$ cat config.mk
export PLATFORM = sky130hd
export DESIGN_NAME = contrast_pipe
export DESIGN_NICKNAME = d
export VERILOG_FILES = /design/src/rtl/contrast_pkg.sv /design/src/rtl/contrast_chan.sv /design/src/rtl/contrast_pipe.sv
export SDC_FILE = /design/constraint.sdc
export NUM_CORES = 1
export LEC_CHECK = 0
export BUFFER_PORTS_ARGS = -buffer_cell sky130_fd_sc_hd__buf_2
export CAP_MARGIN = 15
export CORE_MARGIN = 2
export CORE_UTILIZATION = 36
export DETAILED_ROUTE_END_ITERATION = 6
export PLACE_DENSITY = 0.64
export SYNTH_ARGS = -nofsm -noshare
export SYNTH_HDL_FRONTEND = slang
export SYNTH_SLANG_ARGS = --single-unit
$ cat constraint.sdc
create_clock -name clk -period 5.2 [get_ports clk]
set_clock_uncertainty 0.2 [all_clocks]
set_input_delay 0.52 -clock clk [delete_from_list [all_inputs] [get_ports clk]]
set_output_delay 0.52 -clock clk [all_outputs]
set_load 0.005 [all_outputs]
$ cat src/rtl/contrast_pkg.sv
// Shared defaults, pivot mid-point helper and pending-request encoding for the
// contrast pipeline.
package contrast_pkg;

  localparam int DATA_W_DEF    = 8;
  localparam int CH_DEF        = 3;
  localparam int LVL_W_DEF     = 4;
  localparam int FRAC_W_DEF    = 3;
  localparam int LVL_RST_DEF   = 8;
  localparam int AVG_SHIFT_DEF = 10;

  typedef enum logic [1:0] {
    REQ_NONE = 2'd0,
    REQ_UP   = 2'd1,
    REQ_DOWN = 2'd2
  } req_e;

  function automatic int unsigned mid_point(input int unsigned width);
    return 32'd1 << (width - 1);
  endfunction

endpackage

$ cat src/rtl/contrast_chan.sv
// One colour channel of the contrast datapath: stage 1 forms |x-pivot|*level,
// stage 2 shifts, adds/subtracts around the pivot and saturates.
module contrast_chan
  import contrast_pkg::*;
#(
  parameter int DATA_W = DATA_W_DEF,
  parameter int LVL_W  = LVL_W_DEF,
  parameter int FRAC_W = FRAC_W_DEF
) (
  input  logic              clk,
  input  logic              rst,
  input  logic [DATA_W-1:0] x,
  input  logic [DATA_W-1:0] pivot,
  input  logic [LVL_W-1:0]  level,
  output logic [DATA_W-1:0] y
);

  localparam int PW = DATA_W + LVL_W;
  localparam logic [PW:0] SAT_MAX = (PW+1)'((1 << DATA_W) - 1);

  logic              gt_q, gt_d;
  logic [PW-1:0]     prod_q, prod_d;
  logic [DATA_W-1:0] piv_q, piv_d;
  logic [DATA_W-1:0] y_q, y_d;
  logic [DATA_W-1:0] diff;
  logic [PW-1:0]     p;
  logic [PW:0]       up;

  always_comb begin
    gt_d   = x > pivot;
    diff   = gt_d ? x - pivot : pivot - x;
    prod_d = PW'(diff) * PW'(level);
    piv_d  = pivot;

    // The pivot travels with the pixel so a pivot reload cannot tear a pixel.
    p  = prod_q >> FRAC_W;
    up = (PW+1)'(piv_q) + (PW+1)'(p);
    if (gt_q) y_d = (up > SAT_MAX) ? '1 : up[DATA_W-1:0];
    else      y_d = (p > PW'(piv_q)) ? '0 : piv_q - p[DATA_W-1:0];
  end

  always_ff @(posedge clk) begin
    // NOTE: flops use <= so every register samples the pre-edge values.
    if (rst) begin
      gt_q   <= 1'b0;
      prod_q <= '0;
      piv_q  <= '0;
      y_q    <= '0;
    end else begin
      gt_q   <= gt_d;
      prod_q <= prod_d;
      piv_q  <= piv_d;
      y_q    <= y_d;
    end
  end

  assign y = y_q;

endmodule

$ cat src/rtl/contrast_pipe.sv
// Contrast stretch around a pivot with frame-synchronous level control.
// Define CONTRAST_PIVOT_AVG_EN to track the pivot as the per-frame channel mean.
module contrast_pipe
  import contrast_pkg::*;
#(
  parameter int DATA_W  = DATA_W_DEF,
  parameter int CH      = CH_DEF,
  parameter int LVL_W   = LVL_W_DEF,
  parameter int FRAC_W  = FRAC_W_DEF,
  parameter int LVL_RST = LVL_RST_DEF
`ifdef CONTRAST_PIVOT_AVG_EN
  , parameter int AVG_SHIFT = AVG_SHIFT_DEF
`endif
) (
  input  logic                 clk,
  input  logic                 rst,
  input  logic                 enable,
  input  logic                 frame_en,
  input  logic                 inc,
  input  logic                 dec,
  input  logic                 in_valid,
  input  logic [CH*DATA_W-1:0] in_data,
  output logic                 out_valid,
  output logic [CH*DATA_W-1:0] out_data,
  output logic [LVL_W-1:0]     level
);

  localparam logic [LVL_W-1:0]  UNITY     = LVL_W'(1 << FRAC_W);
  localparam logic [LVL_W-1:0]  LVL_MAX   = '1;
  localparam logic [DATA_W-1:0] PIVOT_MID = DATA_W'(mid_point(DATA_W));

  logic                     inc_q, inc_d, dec_q, dec_d;
  logic                     inc_rise, dec_rise;
  logic                     active_q, active_d;
  req_e                     pend_q, pend_d;
  logic [LVL_W-1:0]         level_q, level_d;
  logic                     v1_q, v1_d, v2_q, v2_d;
  logic [LVL_W-1:0]         eff_level;
  logic [CH-1:0][DATA_W-1:0] pivot;

  always_comb begin
    // NOTE: every signal gets a default first so no latch is inferred.
    inc_d    = inc;
    dec_d    = dec;
    inc_rise = inc & ~inc_q;
    dec_rise = dec & ~dec_q;
    active_d = frame_en ? enable : active_q;
    pend_d   = pend_q;
    level_d  = level_q;
    v1_d     = in_valid;
    v2_d     = v1_q;

    if (active_q) begin
      if (frame_en) begin
        if (pend_q == REQ_UP && level_q != LVL_MAX)
          level_d = level_q + LVL_W'(1);
        else if (pend_q == REQ_DOWN && level_q != '0)
          level_d = level_q - LVL_W'(1);
        pend_d = REQ_NONE;
      end
      // Coincident edges cancel each other and leave any earlier request alone.
      if (inc_rise != dec_rise) pend_d = inc_rise ? REQ_UP : REQ_DOWN;
    end else begin
      pend_d = REQ_NONE;
    end
  end

  always_ff @(posedge clk) begin
    if (rst) begin
      inc_q    <= 1'b0;
      dec_q    <= 1'b0;
      active_q <= 1'b0;
      pend_q   <= REQ_NONE;
      level_q  <= LVL_W'(LVL_RST);
      v1_q     <= 1'b0;
      v2_q     <= 1'b0;
    end else begin
      inc_q    <= inc_d;
      dec_q    <= dec_d;
      active_q <= active_d;
      pend_q   <= pend_d;
      level_q  <= level_d;
      v1_q     <= v1_d;
      v2_q     <= v2_d;
    end
  end

`ifdef CONTRAST_PIVOT_AVG_EN
  localparam int SW = DATA_W + AVG_SHIFT;
  localparam logic [AVG_SHIFT:0] FULL = (AVG_SHIFT+1)'(1 << AVG_SHIFT);

  logic [CH-1:0][DATA_W-1:0] pivot_q, pivot_d;
  logic [CH-1:0][SW-1:0]     sum_q, sum_d;
  logic [AVG_SHIFT:0]        cnt_q, cnt_d;

  always_comb begin
    pivot_d = pivot_q;
    sum_d   = sum_q;
    cnt_d   = cnt_q;
    if (frame_en) begin
      for (int c = 0; c < CH; c++) begin
        if (cnt_q == FULL) pivot_d[c] = DATA_W'(sum_q[c] >> AVG_SHIFT);
        sum_d[c] = '0;
      end
      cnt_d = '0;
    end else if (in_valid && cnt_q != FULL) begin
      for (int c = 0; c < CH; c++)
        sum_d[c] = sum_q[c] + SW'(in_data[c*DATA_W +: DATA_W]);
      cnt_d = cnt_q + (AVG_SHIFT+1)'(1);
    end
  end

  always_ff @(posedge clk) begin
    if (rst) begin
      pivot_q <= {CH{PIVOT_MID}};
      sum_q   <= '0;
      cnt_q   <= '0;
    end else begin
      pivot_q <= pivot_d;
      sum_q   <= sum_d;
      cnt_q   <= cnt_d;
    end
  end

  assign pivot = pivot_q;
`else
  assign pivot = {CH{PIVOT_MID}};
`endif

  // Unity gain reproduces x exactly, so bypass reuses the same pipeline.
  assign eff_level = active_q ? level_q : UNITY;

  for (genvar c = 0; c < CH; c++) begin : g_chan
    contrast_chan #(
      .DATA_W(DATA_W),
      .LVL_W (LVL_W),
      .FRAC_W(FRAC_W)
    ) u_chan (
      .clk  (clk),
      .rst  (rst),
      .x    (in_data[c*DATA_W +: DATA_W]),
      .pivot(pivot[c]),
      .level(eff_level),
      .y    (out_data[c*DATA_W +: DATA_W])
    );
  end

  assign out_valid = v2_q;
  assign level     = level_q;

endmodule

==> results.md <==
* Status: complete, no violations
* CP max FO at 6
* P_leak at 3.35 nW
* Crit Path Category: in -> reg
* FF+latch count, synth at 66
* GRT Residual Overflow at 0
* Worst Setup SP: in_data[16]
* Root buf cell: clkbuf_16
* Int Power at 1.08 mW
* Post-synthesis sequential area ratio at 21.4%
* CTS Buf Count at 9
* EDFF count, synth at 0
* Max Clk Rate at 212 MHz
* Post-synth cell types at 59
* CTS tree: built
* Crit path capture type: flop
* Die Width at 135 µm
* # fillers at 1752
* Longest Clk Path Bufs at 2
* Sw Ratio at 27.4%
* Crit-path most repeated cell: inv_1
* Area delta synth->final at 14.2%
* Combinational share of power at 21.6%
* Post-CTS Hold Buffers at 0
* Yosys Warn Count at 0
* Fin. Hold Viols at 0
* First-pass GRT wire length at 23700 µm
* Slew Viols, Final at 0
* Post-DR vias/cell at 4.92
* Worst-path clk slew at 0.05 ns
* Total Nets Final at 959
* Die area at 0.0182 mm²
* Worst Tran Pin Value at 0.713 ns
* Synthesized area at 0.00617 mm²
* Vias in the first global route at 5006
* Final Cycle Share at 90.7%
* Hold path start: in_valid
* Pin count of the biggest net entering global routing at 42
* NetSw at 0.408 mW
* CP Launch Type: primary input
* Worst-path cell chain: buf_2 > inv_1 > ha_1 > nor3b_4 > a21bo_4 > mux2i_2 > nor2_1 > fa_1 > inv_1 > fa_1 > inv_1 > ha_1 > a21o_1 > a21oi_1 > o21bai_1 > a2111oi_0 > o21ai_0 > nor3b_1
* Ant diodes at 0
* CP peak stage delay at 0.54 ns
* Total GRT Usage at 15.7%
* # H-tree levels at 3
* Drt wl/cell at 13.0 µm
* Clock network fraction of total power at 40.4%
* First drt pass iteration count at 5
* Normalized max-slew margin at 52.1%
* Via Count at 5160
* Setup tns final at 0 ns
* Launch point of the worst reg-to-reg path: active_q
* WP data arrival at 4.71 ns
* Maxcap violations at 0
* Setup-failing EPs final at 0
* Cell count after synthesis at 764
* Rows at 47
* Post-synth ARST share at 0%
* Total Power at 1.49 mW
* Clock Sinks at 66
* CP max-delay cell: fa_1
* Worst-Skew Late Latency at 0.32 ns
* DR DRC count at 0
* Final RePlAce weighted congestion at 0.837
* Postcts setup bufs at 0
* CTS resizes at 0
* Synthesized area per cell at 8.08 µm²
* Dpl hpwl at 11100 µm
* Initial antenna violation count at 0
* Core ar. at 0.0167 mm²
* WL final at 13600 µm
* Seq pwr share at 38.0%
* Buffers on Ports at 59
* Die Span Y at 135 µm
* Initial drt markers at 302
* Min-Delay Path Class: in -> reg
* IO Pins at 60
* Syn nets at 899
* Antenna viol nets, final at 0
* Critical Path RT at 5.20 ns
* Final min period at 4.72 ns
* Initial Util at 37.0%
* Ys flop type: dfxtp_1
* VDD IR max at 0.000171 V
* RSZ-0062 raised after global routing: false
* PwrDens at 211 mW/mm²
* Layout cell share with drive strength beyond 1 at 12.6%
## worst max-delay path: cells and delay by family
kind	cells	cell delay, ns
compound gates	6	1.37
simple gates	3	0.52
buf+inv	4	0.28
fa+ha+maj	4	1.58
mux	1	0.42
## layout by cell type (no fill, tap or decap), drive strengths merged, types with 18 or more instances in the layout
cell type / n
nor2: 148
inv: 90
buf: 69
ha: 67
dfxtp: 66
nand2: 40
fa: 37
a21oi: 32
nor2b: 24
xnor2: 20
a21o: 19
nor3: 19
o21ai: 18
## kinds of logic after synthesis
| family | share of synthesized area [%] |
|---|---|
| and+or+nand+nor | 24.2 |
| AOI/OAI and AO/OA | 15.1 |
| buffers and inverters | 6.71 |
| adders and majority gates | 25.6 |
| DFF | 21.4 |
| xor gates and xnor gates | 4.12 |
| muxes | 2.90 |
## registers in the layout, indices dropped and copies added, names as in the netlist
signal                flops
pend_q                    2
v1_q                      1
level                     4
g_chan.u_chan.prod_q     27
g_chan.u_chan.gt_q        3
dec_q                     1
inc_q                     1
out_valid                 1
g_chan.u_chan.y          24
active_q                  1
g_chan.u_chan.piv_q       1
## metal layers
metal / up-vias / routed length, µm / GRT usage (%)
li1: 2684 / - / -
met1: 2374 / 7740 / 24.2
met2: 89 / 5200 / 22.8
met3: 13 / 499 / 2.14
met4: 0 / 172 / 4.57
met5: - / 0 / 0
## final timing paths
kind,end,slack [ns],cells after the start
setup / recovery,g_chan[2].u_chan.prod_q[10],0.48,18
hold / removal,v1_q,0.22,2
setup reg to reg,g_chan[1].u_chan.prod_q[10],0.73,12
hold reg to reg,out_valid,0.24,1
## per-stage QoR
step / cell area, µm² / std cells / util (%) / setup slack (ns) / hold WS [ns]
after floorplan: 6170 / 764 / - / 0.585 / 0.214
after global placement: 6740 / 1033 / 40.4 / 0.278 / 0.216
after detailed placement: 6740 / 1033 / 40.4 / 0.164 / 0.225
after CTS: 7050 / 1048 / 42.2 / 0.510 / 0.203
after global routing: 7050 / 1048 / 42.2 / 0.0229 / 0.249
final: 7050 / 1048 / 42.2 / 0.484 / 0.215
## synth_stat cells (3+ instances only)
library cell,number,area [µm²]
nand4_1,4,25.0
nor3_1,17,85.1
or2_1,6,37.5
a21o_1,19,143
a221oi_1,14,123
nor2b_1,24,150
o21a_1,3,22.5
or2_2,4,25.0
dfxtp_1,66,1320
nand2_1,40,150
xnor2_1,20,175
o31ai_1,5,37.5
or4_1,3,22.5
fa_1,37,741
inv_1,89,334
mux2_1,8,90.1
a311oi_1,4,35.0
a21oi_1,32,160
nor2_1,147,552
o22ai_1,3,18.8
mux2i_1,5,50.1
a31oi_1,11,68.8
nand2b_1,13,81.3
a41oi_1,4,35.0
nand4b_1,3,26.3
and3_1,4,25.0
o41ai_1,4,35.0
ha_1,67,838
o21ai_0,10,50.1
buf_1,3,11.3
and2_1,11,68.8
clkbuf_1,16,60.1
xor2_1,9,78.8
nor3b_1,8,60.1
nand3_1,12,60.1
o21ai_1,8,40.0
## power by group through the flow
| stage | Clock, mW | Sequential, mW | Combinational (mW) |
|---|---|---|---|
| finish | 0.602 | 0.566 | 0.321 |
| global route | 0.643 | 0.570 | 0.371 |
| CTS | 0.620 | 0.565 | 0.323 |
| global placement | 0 | 0.576 | 0.317 |
| floorplan | 0 | 0.569 | 0.232 |
| detailed placement | 0 | 0.576 | 0.321 |
## area by class of cell
| cell class | count | area, µm² | share of cell area (%) |
|---|---|---|---|
| Clock buffer | 13 | 270 | 3.84 |
| Clock inverter | 2 | 35.0 | 0.497 |
| Inverter | 90 | 338 | 4.79 |
| Multi-Input combinational cell | 588 | 4440 | 63.0 |
| Sequential cell | 66 | 1320 | 18.8 |
| Tap cell | 220 | 275 | 3.91 |
| Timing Repair Buffer | 69 | 370 | 5.26 |
(Power assumes the default switching activity.)
